$ cat src/rtl/ff_exc_pkg.sv
// ff_exc_pkg: mode codes and FSM states shared by the FF excitation driver and its benches
package ff_exc_pkg;
   localparam logic [1:0] FF_SR = 2'd0, FF_JK = 2'd1, FF_D = 2'd2, FF_T = 2'd3;
   typedef enum logic [2:0] {INIT, INIT_CLK, INIT_CHK, IDLE, DRIVE, CLOCK, CHECK} state_t;
endpackage

$ cat src/rtl/ff_excitation_lut.sv
// ff_excitation_lut: excitation table (mode, q, t) -> (a, b); SR/JK don't-cares driven 0
module ff_excitation_lut
   import ff_exc_pkg::*;
(
   input  logic [1:0] mode,
   input  logic       q,
   input  logic       t,
   output logic       a,
   output logic       b
);
   always_comb begin
      a = (mode == FF_D) ? t : (mode == FF_T) ? q ^ t : ~q & t;
      b = (mode == FF_SR || mode == FF_JK) ? q & ~t : 1'b0;
   end
endmodule

$ cat src/rtl/ff_excitation_driver.sv
// ff_excitation_driver: drives one FF vector per handshake, strobes its clock and checks Q/Qbar
module ff_excitation_driver
   import ff_exc_pkg::*;
#(
   parameter logic [1:0] MODE  = FF_SR,
   parameter int         CNT_W = 8
)(
   input  logic             clk,
   input  logic             rst,
   input  logic             tgt_valid,
   input  logic             tgt_bit,
   output logic             tgt_ready,
   output logic             exc_a,
   output logic             exc_b,
   output logic             ff_clk,
   input  logic             ff_q,
   input  logic             ff_qbar,
   output logic             mismatch,
   output logic             illegal,
   output logic [CNT_W-1:0] pass_cnt,
   output logic [CNT_W-1:0] err_cnt
);
   state_t state, nxt;
   logic tgt_q, model_q, lut_a, lut_b, hit, bad_pair;
   ff_excitation_lut u_lut (.mode(MODE), .q(model_q), .t(tgt_q), .a(lut_a), .b(lut_b));
   always_ff @(posedge clk)
      state <= rst ? INIT : nxt;
   always_comb begin
      nxt = state;
      case (state)
         INIT:     nxt = INIT_CLK;
         INIT_CLK: nxt = INIT_CHK;
         INIT_CHK: nxt = IDLE;
         IDLE:     nxt = tgt_valid ? DRIVE : IDLE;
         DRIVE:    nxt = CLOCK;
         CLOCK:    nxt = CHECK;
         default:  nxt = IDLE;
      endcase
   end
   // init clears SR/JK through R/K; D loads 0; T is left alone and read back instead
   always_comb begin
      tgt_ready = state == IDLE;
      ff_clk    = state == INIT_CLK || state == CLOCK;
      exc_a     = (state inside {DRIVE, CLOCK, CHECK}) & lut_a;
      exc_b     = (state inside {DRIVE, CLOCK, CHECK}) ? lut_b :
                  (state inside {INIT, INIT_CLK, INIT_CHK}) & (MODE == FF_SR || MODE == FF_JK);
   end
   assign hit      = ff_q == tgt_q && ff_qbar == ~tgt_q;
   assign bad_pair = ff_q == ff_qbar;
   always_ff @(posedge clk) begin
      if (rst) begin
         tgt_q    <= 1'b0;
         model_q  <= 1'b0;
         mismatch <= 1'b0;
         illegal  <= 1'b0;
         pass_cnt <= '0;
         err_cnt  <= '0;
      end else begin
         mismatch <= 1'b0;
         if (tgt_valid && tgt_ready) tgt_q <= tgt_bit;
         if (state == INIT_CHK) begin
            model_q <= ff_q;
            if (bad_pair) illegal <= 1'b1;
         end
         if (state == CHECK) begin
            model_q <= tgt_q;
            if (hit) begin
               if (~&pass_cnt) pass_cnt <= pass_cnt + CNT_W'(1);
            end else begin
               mismatch <= 1'b1;
               if (~&err_cnt) err_cnt <= err_cnt + CNT_W'(1);
               if (bad_pair) illegal <= 1'b1;
            end
         end
      end
   end
endmodule
$ cat config.mk
export PLATFORM = sky130hd
export DESIGN_NAME = ff_excitation_driver
export DESIGN_NICKNAME = d
export VERILOG_FILES = /design/src/rtl/ff_exc_pkg.sv /design/src/rtl/ff_excitation_lut.sv /design/src/rtl/ff_excitation_driver.sv
export SDC_FILE = /design/constraint.sdc
export NUM_CORES = 1
export LEC_CHECK = 0
export BUFFER_PORTS_ARGS = -buffer_cell sky130_fd_sc_hd__buf_2
export CAP_MARGIN = 20
export CORE_ASPECT_RATIO = 1.75
export CORE_MARGIN = 4
export CORE_UTILIZATION = 33
export CTS_BUF_LIST = sky130_fd_sc_hd__clkbuf_8 sky130_fd_sc_hd__clkbuf_16
export CTS_CLUSTER_DIAMETER = 50
export DETAILED_ROUTE_END_ITERATION = 6
export PLACE_DENSITY_LB_ADDON = 0.08
export REMOVE_ABC_BUFFERS = 1
export SETUP_SLACK_MARGIN = 0.05
export SYNTH_ARGS = -nofsm -noshare
export SYNTH_HDL_FRONTEND = slang
export SYNTH_SLANG_ARGS = --single-unit
$ cat constraint.sdc
create_clock -name clk -period 2.7 [get_ports clk]
set_input_delay 0.54 -clock clk [delete_from_list [all_inputs] [get_ports clk]]
set_output_delay 0.54 -clock clk [all_outputs]
set_load 0.1 [all_outputs]
# [Word level (Yosys, flattened, before mapping)]
# Cells that the tools add are included.
[word_totals] wordCells=50 register_bits=23 n_memories=0 latchBits=0 mem_bits_rw=0 mem_bits_ro=0 in_bits=6
[classes] n_shift=0 add_sub_neg=2 magnitude_cmp=0 n_div=0 bitwise=9 n_eq_ne=9 muxes=11 n_reduce_logical=12 mul=0
[op_table] op="adder 8 x 1 -> 8 bit, second input constant" count=2
[op_table] op="AND reduction 8 bit" count=2
[op_table] op="case mux 3 bit (5 select lines)" count=1
[op_table] op="== test 3 bit, second input constant" count=3
[op_table] op="2-to-1 mux 1 bit" count=9
[op_table] op="== test 3 x 2 -> 1 bit, second input constant" count=2
[op_table] op="inverter 1 bit" count=6
[op_table] op="AND reduction 3 bit" count=2
[op_table] op="nonzero test 3 bit" count=2
[op_table] op="bitwise AND 1 bit" count=3
[op_table] op="== test 1 bit" count=3
[op_table] op="== test 3 x 1 -> 1 bit, second input constant" count=1
[op_table] op="logical NOT 3 bit" count=1
[op_table] op="2-to-1 mux 3 bit" count=1
[op_table] op="logical AND 1 bit" count=2
[op_table] op="nonzero test 2 bit" count=1
[op_table] op="OR reduction 2 bit" count=1
[op_table] op="logical OR 1 bit" count=1

# [Logic depth before layout (Yosys ltp)]
[logic_depth] depth_word=6 ltp_mapped=6

# [Cells and area by module]
# A second synthesis with hierarchy kept.
[hier_totals] hier_cells=142 hier_area_um2=1187.4
[modules_own_cells] module="ff_excitation_driver" n_inst=1 area_per_inst_um2=1126.1 cells_per_inst=133 seq_area_each_um2=460.4
[modules_own_cells] module="ff_excitation_lut" n_inst=1 area_per_inst_um2=61.3 cells_per_inst=9 seq_area_each_um2=0.0

# [Worst setup path after synthesis]
# No wires, ideal clock.
[synth_path] kind="register to output" start="reg tgt_q" end="out exc_b" t_arrival_ns=2.662 t_required_ns=2.160 slack_ns=-0.502 stages_incl_launch_ff=3 path_cell_list="dfxtp_1 nand2b_1 a21boi_0"
[synth_between] elab_chain_cells=3
[synth_rtl] item="from (decl)" line="ff_excitation_driver.sv:24" text="logic tgt_q, model_q, lut_a, lut_b, hit, bad_pair;"
[synth_rtl] item="from (signal assigned)" line="ff_excitation_driver.sv:60" text="if (tgt_valid && tgt_ready) tgt_q <= tgt_bit;"
[synth_rtl] item="inverter 1 bit" line="ff_excitation_lut.sv:13" text="b = (mode == FF_SR || mode == FF_JK) ? q & ~t : 1'b0;"
[synth_rtl] item="bitwise AND 1 bit" line="ff_excitation_lut.sv:13"
[synth_rtl] item="2-to-1 mux 1 bit" line="ff_excitation_driver.sv:45" text="exc_b = (state inside {DRIVE, CLOCK, CHECK}) ? lut_b :"
[synth_rtl] item="to (decl)" line="ff_excitation_driver.sv:14" text="output logic exc_b,"
# Every way passes these cells.

# [Worst setup path after layout]
[layout_path] start="reg state[2]" end="out exc_a"
[layout_between] elab_chain_cells=3 word_cells_on_any_way=5 cone_classes="3 x eq/ne; 1 x bitwise; 1 x reduce/logical"
[layout_rtl] item="from (decl)" line="ff_excitation_driver.sv:23" text="state_t state, nxt;"
[layout_rtl] item="from (signal assigned)" line="ff_excitation_driver.sv:27" text="state <= rst ? INIT : nxt;"
[layout_rtl] item="== test 3 bit" line="ff_excitation_driver.sv:44" text="exc_a = (state inside {DRIVE, CLOCK, CHECK}) & lut_a;"
[layout_rtl] item="nonzero test 3 bit *" line="ff_excitation_driver.sv:44"
[layout_rtl] item="bitwise AND 1 bit *" line="ff_excitation_driver.sv:44"
[layout_rtl] item="to (decl)" line="ff_excitation_driver.sv:13" text="output logic exc_a,"
# Every way passes the cells marked *; elsewhere a longest branch is shown, timed or not.

==> results.md <==
* Mux share of post-synthesis cell area at 4.51%
* Input/output buffers at 27
* Fmax at 501 MHz
* Number of global-route vias before repair at 1005
* Status: complete, no violations
* Pleak at 0.000524 uW
* Detailed Routing Iterations Pass 1 at 4
* Async S/R FF share, synth at 0%
* Data arrival, critical path at 1.45 ns
* Syn Inst Count at 134
* Clock slew seen by the registers of the worst setup and hold paths at 0.08 ns
* Worst-margin pin slew at 0.885 ns
* Largest net degree at the start of global routing at 24
* Finish-stage setup viols at 0
* GRT Util Overall at 12.8%
* CTS tree: yes
* Die area at 4580 um2
* Worst-skew pair later-pin latency at 0.26 ns
* Total power at 631 uW
* Worst Hold Slack at 0.482 ns
* Via Count at 1052
* Critical path endpoint category: output port
* DRC at 0
* Total Routed Length at 2620 um
* Synthesis-stage register bit count at 23
* Initial core utilization at 34.3%
* Layout Skew at 0.00207 ns
* XOR/XNOR Fraction of Synth Area at 0.752%
* DPL Wire Length at 1900 um
* Final Hold Fails at 0
* Max-cap viol count at 0
* Setup TNS Final at 0 ns
* CTS Buf Count at 3
* First-pass GRT wire length at 4500 um
* Yosys warns at 0
* Row Count at 28
* Slew Limit Fails at 0
* Area leader, netlist: dfxtp_1
* Register area at 460 um2
* Period utilisation layout at 73.9%
* Fraction of layout cells with a size suffix above 1 at 24.4%
* Initial antenna violation count at 0
* Peak VDD IR at 192 uV
* Number of distinct library cells after synthesis at 38
* PD cells at 459 nW/um2
* Number of synthesized flops with an enable pin at 0
* Post-Synth Adder-Cell Area at 2.15%
* Hold Path Class: reg2reg
* Layout area overhead at 18.2%
* Starting DRT DRC Count at 12
* Slew margin rel. at 40.7%
* Final net count at 169
* Layout fillers at 379
* Wire per inst at 12.8 um
* Root buffer cell: clkbuf_8
* Setup bufs post-CTS at 0
* Die Y at 86.6 um
* Synth Flop Type: dfxtp_1
* Critical Path RT at 2.16 ns
* Crit path max fanout at 9
* Synth Cell Area at 1160 um2
* Largest family of logic cells by synthesized area: simple AND/OR/NAND/NOR gates
* Final Cell Area at 1380 um2
* Synth Area in Compound Gates at 17.9%
* CTS Buffer Depth at 2
* # H-tree levels at 1
* Startpoint types: register
* CP Class: reg2out
* Sink Count at 23
* Post-cts repair resize count at 0
* Die width at 52.9 um
* Inserted Diodes at 0
* Routability Congestion at 0.755
* Cell area after placement at 1330 um2
* Cts hold-fix bufs at 0
* Syn avg cell area at 8.69 um2
* Unrepaired setup endpoints after global routing: no
* Multi-input gate area at 653 um2
* Post-synth top area share at 39.5%
* I/O pin cnt at 28
* Seq/Total Area, Yosys at 39.5%
* Final min period at 1.99 ns
* DR vias/cell at 5.13
* Post-Synth Simple-Gate Area at 30.7%
* Grt total ovfl at 0
* Antenna Violating Nets Remaining at 0
* Core area at 3400 um2
* Largest cells by area after synthesis: dfxtp_1 (40%), a21oi_1 (6.4%), nor2_1 (3.5%)
-- critical path: stages, from the launching register on --
cell	delay [ns]
dfxtp_1	0.56
nand3_1	0.12
nor2_1	0.09
buf_2	0.42
-- power by group --
| group | switching (uW) | total (uW) | internal (uW) |
|---|---|---|---|
| combinational | 53.6 | 70.8 | 17.2 |
| clock | 107 | 209 | 101 |
| sequential | 6.73 | 351 | 345 |
-- flip-flops by register name, summed over array words and instances (netlist names) --
| name | count |
|---|---|
| err_cnt | 8 |
| pass_cnt | 8 |
| state | 3 |
| illegal | 1 |
| mismatch | 1 |
| model_q | 1 |
| tgt_q | 1 |
-- cell usage after synthesis, types with 3 or more instances --
master and count:
o21ai_0 4, nor2b_1 3, mux2i_1 3, nand2b_1 3
nand3_1 8, dfxtp_1 23, nand2_1 9, a21oi_1 15
o31ai_1 5, or3_1 3, nor2_1 11, or4_1 5
nand4_1 4, inv_1 5, clkbuf_1 3
-- cell usage in the layout (no fill, tap or decap), types with 3 or more instances in the layout --
| cell | synthesis | routed |
|---|---|---|
| buf_2 | 2 | 27 |
| dfxtp_1 | 23 | 23 |
| a21oi_1 | 15 | 15 |
| nor2_1 | 11 | 11 |
| nand2_1 | 9 | 9 |
| nand3_1 | 8 | 8 |
| inv_1 | 5 | 6 |
| o31ai_1 | 5 | 5 |
| or4_1 | 5 | 5 |
| nand4_1 | 4 | 4 |
| o21ai_0 | 4 | 4 |
| nand2b_1 | 3 | 3 |
| nor2b_1 | 3 | 3 |
| or3_1 | 3 | 3 |
| mux2i_1 | 3 | 3 |
| clkbuf_8 | 0 | 3 |
-- logic make-up (layout without fill, tap and decap cells) --
group / Yosys count / count (layout)
AND/OR/NAND/NOR: 59 / 59
AO/OA/AOI/OAI: 33 / 33
flip-flops: 23 / 23
buffers and inverters: 11 / 37
multiplexers: 5 / 5
adder cells (fa/ha/maj): 2 / 2
XOR/XNOR: 1 / 1
-- per-stage QoR --
step	setup WS [ns]	instances	utilization [%]
2_1_floorplan	-0.502	128	-
3_3_place_gp	0.595	201	39.2
3_5_place_dp	0.535	201	39.2
4_1_cts	0.678	205	40.5
5_1_grt	0.635	205	40.5
6_report	0.705	205	40.5
-- routing by layer --
metal / track usage, % / up-vias / share of wire (%)
met5: 0 / - / 0
met4: 5.58 / 0 / 0.92
met3: 1.55 / 2 / 3.2
met2: 22.4 / 15 / 53
met1: 15.1 / 487 / 43
li1: - / 548 / -
-- cell type report --
| class | instances | area share, % |
|---|---|---|
| Sequential cell | 23 | 33.5 |
| Clock inverter | 1 | 0.273 |
| Inverter | 5 | 1.36 |
| Timing Repair Buffer | 28 | 10.4 |
| Clock buffer | 3 | 3.00 |
| Multi-Input combinational cell | 100 | 47.5 |
| Tap cell | 45 | 4.09 |
-- path summary, 6_finish.rpt --
path,slack [ns],cells after the start,to,startpoint
hold / removal,0.48,2,illegal,illegal
hold reg to reg,0.48,2,illegal,illegal
setup / recovery,0.71,3,exc_a,state[2]
setup reg to reg,0.83,4,pass_cnt[4],tgt_q
Note: power is estimated with default switching activity, not from simulation.
